$ cat src/rtl/fht_input_loader.sv
// Input stage for fht_control: loads one frame of 4*2^A_BIT samples into four
// RAM banks in bit-reversed order, kicks the transform and waits for it to finish.
module fht_input_loader #(
   parameter int A_BIT = 8,
   parameter int D_BIT = 16
) (
   input  logic             iCLK,
   input  logic             iRESET,
   input  logic             iVALID,
   input  logic [D_BIT-1:0] iDATA,
   output logic             oREADY,
   output logic [A_BIT-1:0] oADDR_WR,
   output logic [D_BIT-1:0] oDATA_WR,
   output logic [3:0]       oWE,
   output logic             oSTART,
   input  logic             iFHT_RDY,
   output logic             oBUSY,
   output logic [7:0]       oFRAMES
);

   localparam int N_BIT = A_BIT + 2;

   typedef enum logic [1:0] {
      LOAD,
      KICK,
      WAIT_BUSY,
      WAIT_DONE
   } state_t;

   state_t           state;
   logic [N_BIT-1:0] n;
   logic [N_BIT-1:0] r;
   logic             accept;
   logic             last;

   always_comb begin
      r = '0;
      for (int unsigned i = 0; i < N_BIT; i++) begin
         r[i] = n[N_BIT-1-i];
      end
   end

   // Ready is a pure state decode so it falls the cycle after the last sample.
   assign oREADY = (state == LOAD);
   assign accept = iVALID & oREADY;
   assign last   = (n == '1);

   always_ff @(posedge iCLK or posedge iRESET) begin
      if (iRESET) begin
         state    <= LOAD;
         n        <= '0;
         oWE      <= '0;
         oADDR_WR <= '0;
         oDATA_WR <= '0;
         oSTART   <= 1'b0;
         oBUSY    <= 1'b0;
         oFRAMES  <= '0;
      end else begin
         oWE    <= '0;
         oSTART <= 1'b0;
         case (state)
            LOAD: begin
               if (accept) begin
                  oWE      <= 4'b0001 << r[1:0];
                  oADDR_WR <= r[N_BIT-1:2];
                  oDATA_WR <= iDATA;
                  n        <= n + 1'b1;
                  // Start rises together with the final write so the FHT samples it after the write lands.
                  if (last) begin
                     state  <= KICK;
                     oSTART <= 1'b1;
                     oBUSY  <= 1'b1;
                  end
               end
            end
            KICK: begin
               state <= WAIT_BUSY;
            end
            WAIT_BUSY: begin
               if (!iFHT_RDY) begin
                  state <= WAIT_DONE;
               end
            end
            WAIT_DONE: begin
               if (iFHT_RDY) begin
                  state   <= LOAD;
                  oBUSY   <= 1'b0;
                  oFRAMES <= oFRAMES + 8'd1;
               end
            end
            default: begin
               state <= LOAD;
            end
         endcase
      end
   end

endmodule

$ cat config.mk
export PLATFORM = sky130hd
export DESIGN_NAME = fht_input_loader
export DESIGN_NICKNAME = d
export VERILOG_FILES = /design/src/rtl/fht_input_loader.sv
export SDC_FILE = /design/constraint.sdc
export NUM_CORES = 1
export LEC_CHECK = 0
export ABC_AREA = 1
export CORE_AREA = 2 2 71 73
export CTS_BUF_LIST = sky130_fd_sc_hd__clkbuf_16
export DETAILED_ROUTE_END_ITERATION = 8
export DIE_AREA = 0 0 73 75
export PLACE_DENSITY = 0.87
export SYNTH_ARGS = -nofsm -noshare
export SYNTH_HDL_FRONTEND = slang
export SYNTH_SLANG_ARGS = --single-unit
$ cat constraint.sdc
create_clock -name iCLK -period 1.9 [get_ports iCLK]
set_clock_uncertainty 0.2 [all_clocks]
set_input_delay 0.38 -clock iCLK [delete_from_list [all_inputs] [get_ports iCLK]]
set_output_delay 0.38 -clock iCLK [all_outputs]
set_load 0.005 [all_outputs]
After elaboration in Yosys (flattened, before gate mapping)

Index checks and enable logic that the tools add are counted.

Register bits after elaboration: 50
Word-level logic and storage cells: 40

Add/subtract/negate cells: 2
Equality and inequality tests: 8
Shifts and indexed selects: 1
Multiplexer cells: 14
Bitwise operators: 1
Reductions and logical operators: 6

Operator list:

| kind                  | number |
|---|---|
| $add 10x1->10 const B | 1 |
| $eq 10x10->1 const B  | 1 |
| $add 8x1->8 const B   | 1 |
| $mux 2                | 4 |
| $mux 4                | 2 |
| $pmux 2 s4            | 1 |
| $reduce_and 4->1      | 2 |
| $mux 1                | 6 |
| $eq 2x2->1 const B    | 2 |
| $ne 2x1->1 const B    | 2 |
| $ne 2x2->1 const B    | 2 |
| $reduce_and 2->1      | 2 |
| $shl 1x2->4 const A   | 1 |
| $eq 2x1->1 const B    | 1 |
| $logic_not 2->1       | 1 |
| $pmux 1 s2            | 1 |
| $reduce_bool 2->1     | 1 |
| $and 1x1->1           | 1 |

Depth between registers and ports, before layout

Gate-level depths: netlist of the first run.

Depth in word-level cells: 4
Depth in mapped cells: 8

Worst setup path after synthesis of the first run

Ideal clock, no wire load.

Path kind: reg2reg
Start: register state[0]
End: register n[8]
Arrival time: 1.314 ns
Required time: 1.577 ns
Slack: 0.263 ns
Stages on the path, launching flop included: 9
Cell sequence: dfrtp_1 -> inv_1 -> ha_1 -> nand2_2 -> inv_2 -> nand2_2 -> nor2_2 -> nand2_1 -> xor2_1

Longest elaborated chain between the ends: 3

Ends and longest elaborated chain:

| what                         | RTL line | source |
|---|---|---|
| start: declaration           | 30       | `state_t state;` |
| start signal: assignment     | 50       | `state <= LOAD;` |
| start signal: assignment     | 70       | `state <= KICK;` |
| start signal: assignment     | 77       | `state <= WAIT_BUSY;` |
| $logic_not 2->1 *            | 44       | `assign oREADY = (state == LOAD);` |
| named net oREADY             | 11       | `output logic oREADY,` |
| $and 1x1->1                  | 45       | `assign accept = iVALID & oREADY;` |
| $reduce_and 2->1 (no line) * | -        |  |
| end signal: assignment       | 67       | `n <= n + 1'b1;` |
| end: declaration             | 31       | `logic [N_BIT-1:0] n;` |

Mark *: on every way through the listed nets, which the timed path passes. The rest lies on a longest branch.
A chain may end at the register's enable or synchronous reset.

Final worst setup path of the first run

Start: register oFRAMES[4]
End: output oFRAMES[4]

RTL lines:

| what                     | RTL line | source |
|---|---|---|
| start: declaration       | 18       | `output logic [7:0] oFRAMES` |
| start signal: assignment | 88       | `oFRAMES <= oFRAMES + 8'd1;` |

No word-level cell between the ends.

==> summary.txt, run 1 <==
Global route
  • Vias in the first global route: 1713
  • Gr ovfl total: 0
  • Largest net degree at the start of global routing: 28
  • Global Route Usage Sum: 17.5%
  • Wire length of the first global-routing pass: 7.29 mm
  • Initial antenna violation count: 0

Synth
  • Post-Syn Area per Cell: 9.05 sq um
  • Yosys reg bits: 50
  • Synth area leaders: dfrtp_1 59%, nand2_1 18%, xor2_1 4.1%
  • Post-synthesis async set-or-reset flop share: 100%
  • Main synth FF type: dfrtp_1
  • Share of the synthesized area in the top cell type: 59.1%
  • Synth area leader: dfrtp_1
  • Post-synth EDFFs: 0
  • Top post-synthesis cells by count: 101 x nand2_1, 50 x dfrtp_1, 16 x inv_1, 12 x nor2_1, 10 x xor2_1
  • Post-synthesis sequential area ratio: 59.1%
  • Top-count cell post-synth: nand2_1
  • Cells after synthesis: 234
  • Post-Synthesis Cell Area: 2120 sq um
  • Yosys warnings: 0
  • Net Count, Synth: 260
  • Unique masters post-synth: 19

Timing
  • Max-slew headroom: 80.6%
  • RSZ-0062 raised after global routing: false
  • FMAX: 0.547 GHz
  • Slew Viols, Final: 0
  • Worst-Margin Slew: 290 ps
  • Setup TNS Final: 0 ps
  • Final worst slack: 70.5 ps
  • Setup-failing EPs final: 0
  • Minimum clock period: 1830 ps
  • Final worst path period share: 96.3%
  • Worst hold slack: 140 ps
  • Hold Vio Cnt, Final: 0

Worst setup path
  • Crit start category: flip-flop
  • CP Class: flip-flop to output pin
  • R2R cell count: 9
  • Cell Chain, Critical Path: clkdlybuf4s50_1
  • Worst-path maximum fanout: 5
  • RR Startpoint: state[1]$_DFFE_PP0P_
  • Worst path max stage delay: 530 ps
  • Critical path arrival: 1250 ps
  • Critical Path Start: oFRAMES[4]$_DFFE_PP0P_
  • Worst path buffer plus inverter count: 1
  • CP max-delay cell: clkdlybuf4s50_1
  • WP depth: 1
  • Worst Path Required: 1320 ps
  • CP top delay family: buffers and inverters
  • CP endpoint kind: output pin

Finish
  • Area grow syn2layout: 40.8%
  • FILL cells: 348
  • Net count, final: 328
  • Ant. Diodes: 0
  • Layout cell share with drive strength beyond 1: 8.91%

Clock tree
  • Clock Tree Root: clkbuf_16
  • CTS tree: built
  • H-tree levels: 2
  • Maximum clock path buffer count: 2
  • Reg clk slew, reported paths: 60 ps
  • Num CTS Buffers: 5
  • Worst skew pair latency: 290 ps
  • Sink Count: 50

Detailed routing
  • Final ANT Viol Nets: 0
  • Drt first-iter violations: 103
  • TritonRoute pass-1 iters: 4
  • DRC viols: 0
  • Post-Route WL: 4.26 mm
  • Via-to-Cell Ratio: 4.82
  • Vias post-DR: 1720
  • Drt wl/cell: 11.9 um

Floorplan
  • Die Wd: 73 um
  • DIE HEIGHT: 75 um
  • Total I/O pin count: 59
  • Core area: 4660 sq um
  • Die area: 5480 sq um
  • Initial core utilization: 45.4%
  • FP Rows: 25

Min path
  • Worst hold path class: input port to async pin

Placement
  • Post-DP HPWL: 3.11 mm
  • Setup WS pre-CTS: 10.3 ps
  • Gpl congestion: 0.802
  • Port Buf Inserts: 58

Power
  • Max VDD drop: 971 uV
  • Total power: 4.32 mW
  • Leakage: 1.49 nW
  • Power Dens Cells: 1450 nW/um^2

Flow run
  • Max cap viols: 0

Outcome
  • Outcome: complete, no violations
-- what timing repair did --
item | CTS | global route
setup endpoints to repair | 1 | 1
gates cloned | 0 | 0
resized for setup | 3 | 1
buffers inserted | 2 | 0
hold buffers | 0 | 0
-- per-stage QoR --
stage / instance area [sq um] / utilization, % / instances
CTS: 2980 / 64.0 / 357
finish: 2980 / 64.0 / 357
floorplan: 2120 / - / 234
global placement: 2800 / 60.1 / 347
global route: 2980 / 64.0 / 357
detailed placement: 2800 / 60.1 / 347
-- final cells by class --
| type | count | area, sq um | area share, % |
|---|---|---|---|
| sequential | 50 | 1250 | 42.0 |
| multi-input combinational | 162 | 785 | 26.3 |
| clock inverter | 3 | 37.5 | 1.26 |
| inverter | 17 | 63.8 | 2.14 |
| tap | 54 | 67.6 | 2.27 |
| timing repair buffer | 66 | 652 | 21.9 |
| clock buffer | 5 | 125 | 4.19 |
-- placed cells by master, fill, tap and decap left out, types with 4 or more instances in the layout --
master	netlist	layout
nor2_2	4	4
dfrtp_1	50	49
nand4_1	4	4
clkdlybuf4s50_1	0	57
inv_1	16	16
nor3_1	6	6
ha_1	6	5
nand2_1	101	101
xor2_1	10	10
clkbuf_16	0	5
buf_4	0	7
nor2_1	12	12
nand3_1	8	8
-- state kept, by name, summed over array words and instances, names as in the netlist --
register / count
oBUSY: 1
oDATA_WR: 16
n: 10
oSTART: 1
state: 2
oADDR_WR: 8
oWE: 4
oFRAMES: 8
-- path summary, 6_finish.rpt --
kind / end / slack, ps
hold reg to reg: oBUSY$_DFFE_PP0P_ / 270
min in group iCLK: oBUSY$_DFFE_PP0P_ / 270
setup reg to reg: n[8]$_DFFE_PP0P_ / 210
setup / recovery: oFRAMES[4] / 70
max in group asynchronous: oFRAMES[1]$_DFFE_PP0P_ / 900
hold / removal: oFRAMES[2]$_DFFE_PP0P_ / 140
-- routing by layer --
layer  share of wire [%]  vias up  wire length [um]  GRT usage, %
met3                 4.9        7               207          4.82
met4                 1.4        0                61          5.56
met5                   0        -                 0             0
met2                  52       52              2190          31.8
li1                    -      857                 -             -
met1                  42      804              1800          20.0
-- report_power, final --
group	leakage, nW	internal (mW)	switching (mW)	total, mW
Sequential	0.618	1.45	0.263	1.71
Clock	0.0864	0.611	0.353	0.964
Combinational	0.789	0.901	0.747	1.65
-- cells by family after synthesis --
kind of cell               synth area share, %
AOI/OAI and AO/OA                        0.945
xor gates and xnor gates                  5.38
DFF                                       59.1
adders and majority gates                 3.54
and+or+nand+nor                           27.1
buffers and inverters                     4.02
(Power assumes the default switching activity.)
==> run 2: changes to the inputs <==
--- a/config.mk
+++ b/config.mk
@@ -6,6 +6,7 @@
 export NUM_CORES = 1
 export LEC_CHECK = 0
 export ABC_AREA = 1
+export ABC_CLOCK_PERIOD_IN_PS = 1900
 export CORE_AREA = 2 2 71 73
 export CTS_BUF_LIST = sky130_fd_sc_hd__clkbuf_16
 export DETAILED_ROUTE_END_ITERATION = 8
==> results of run 2 <==
Same layout as run 1: the final DEF is identical, and so are final timing and power.
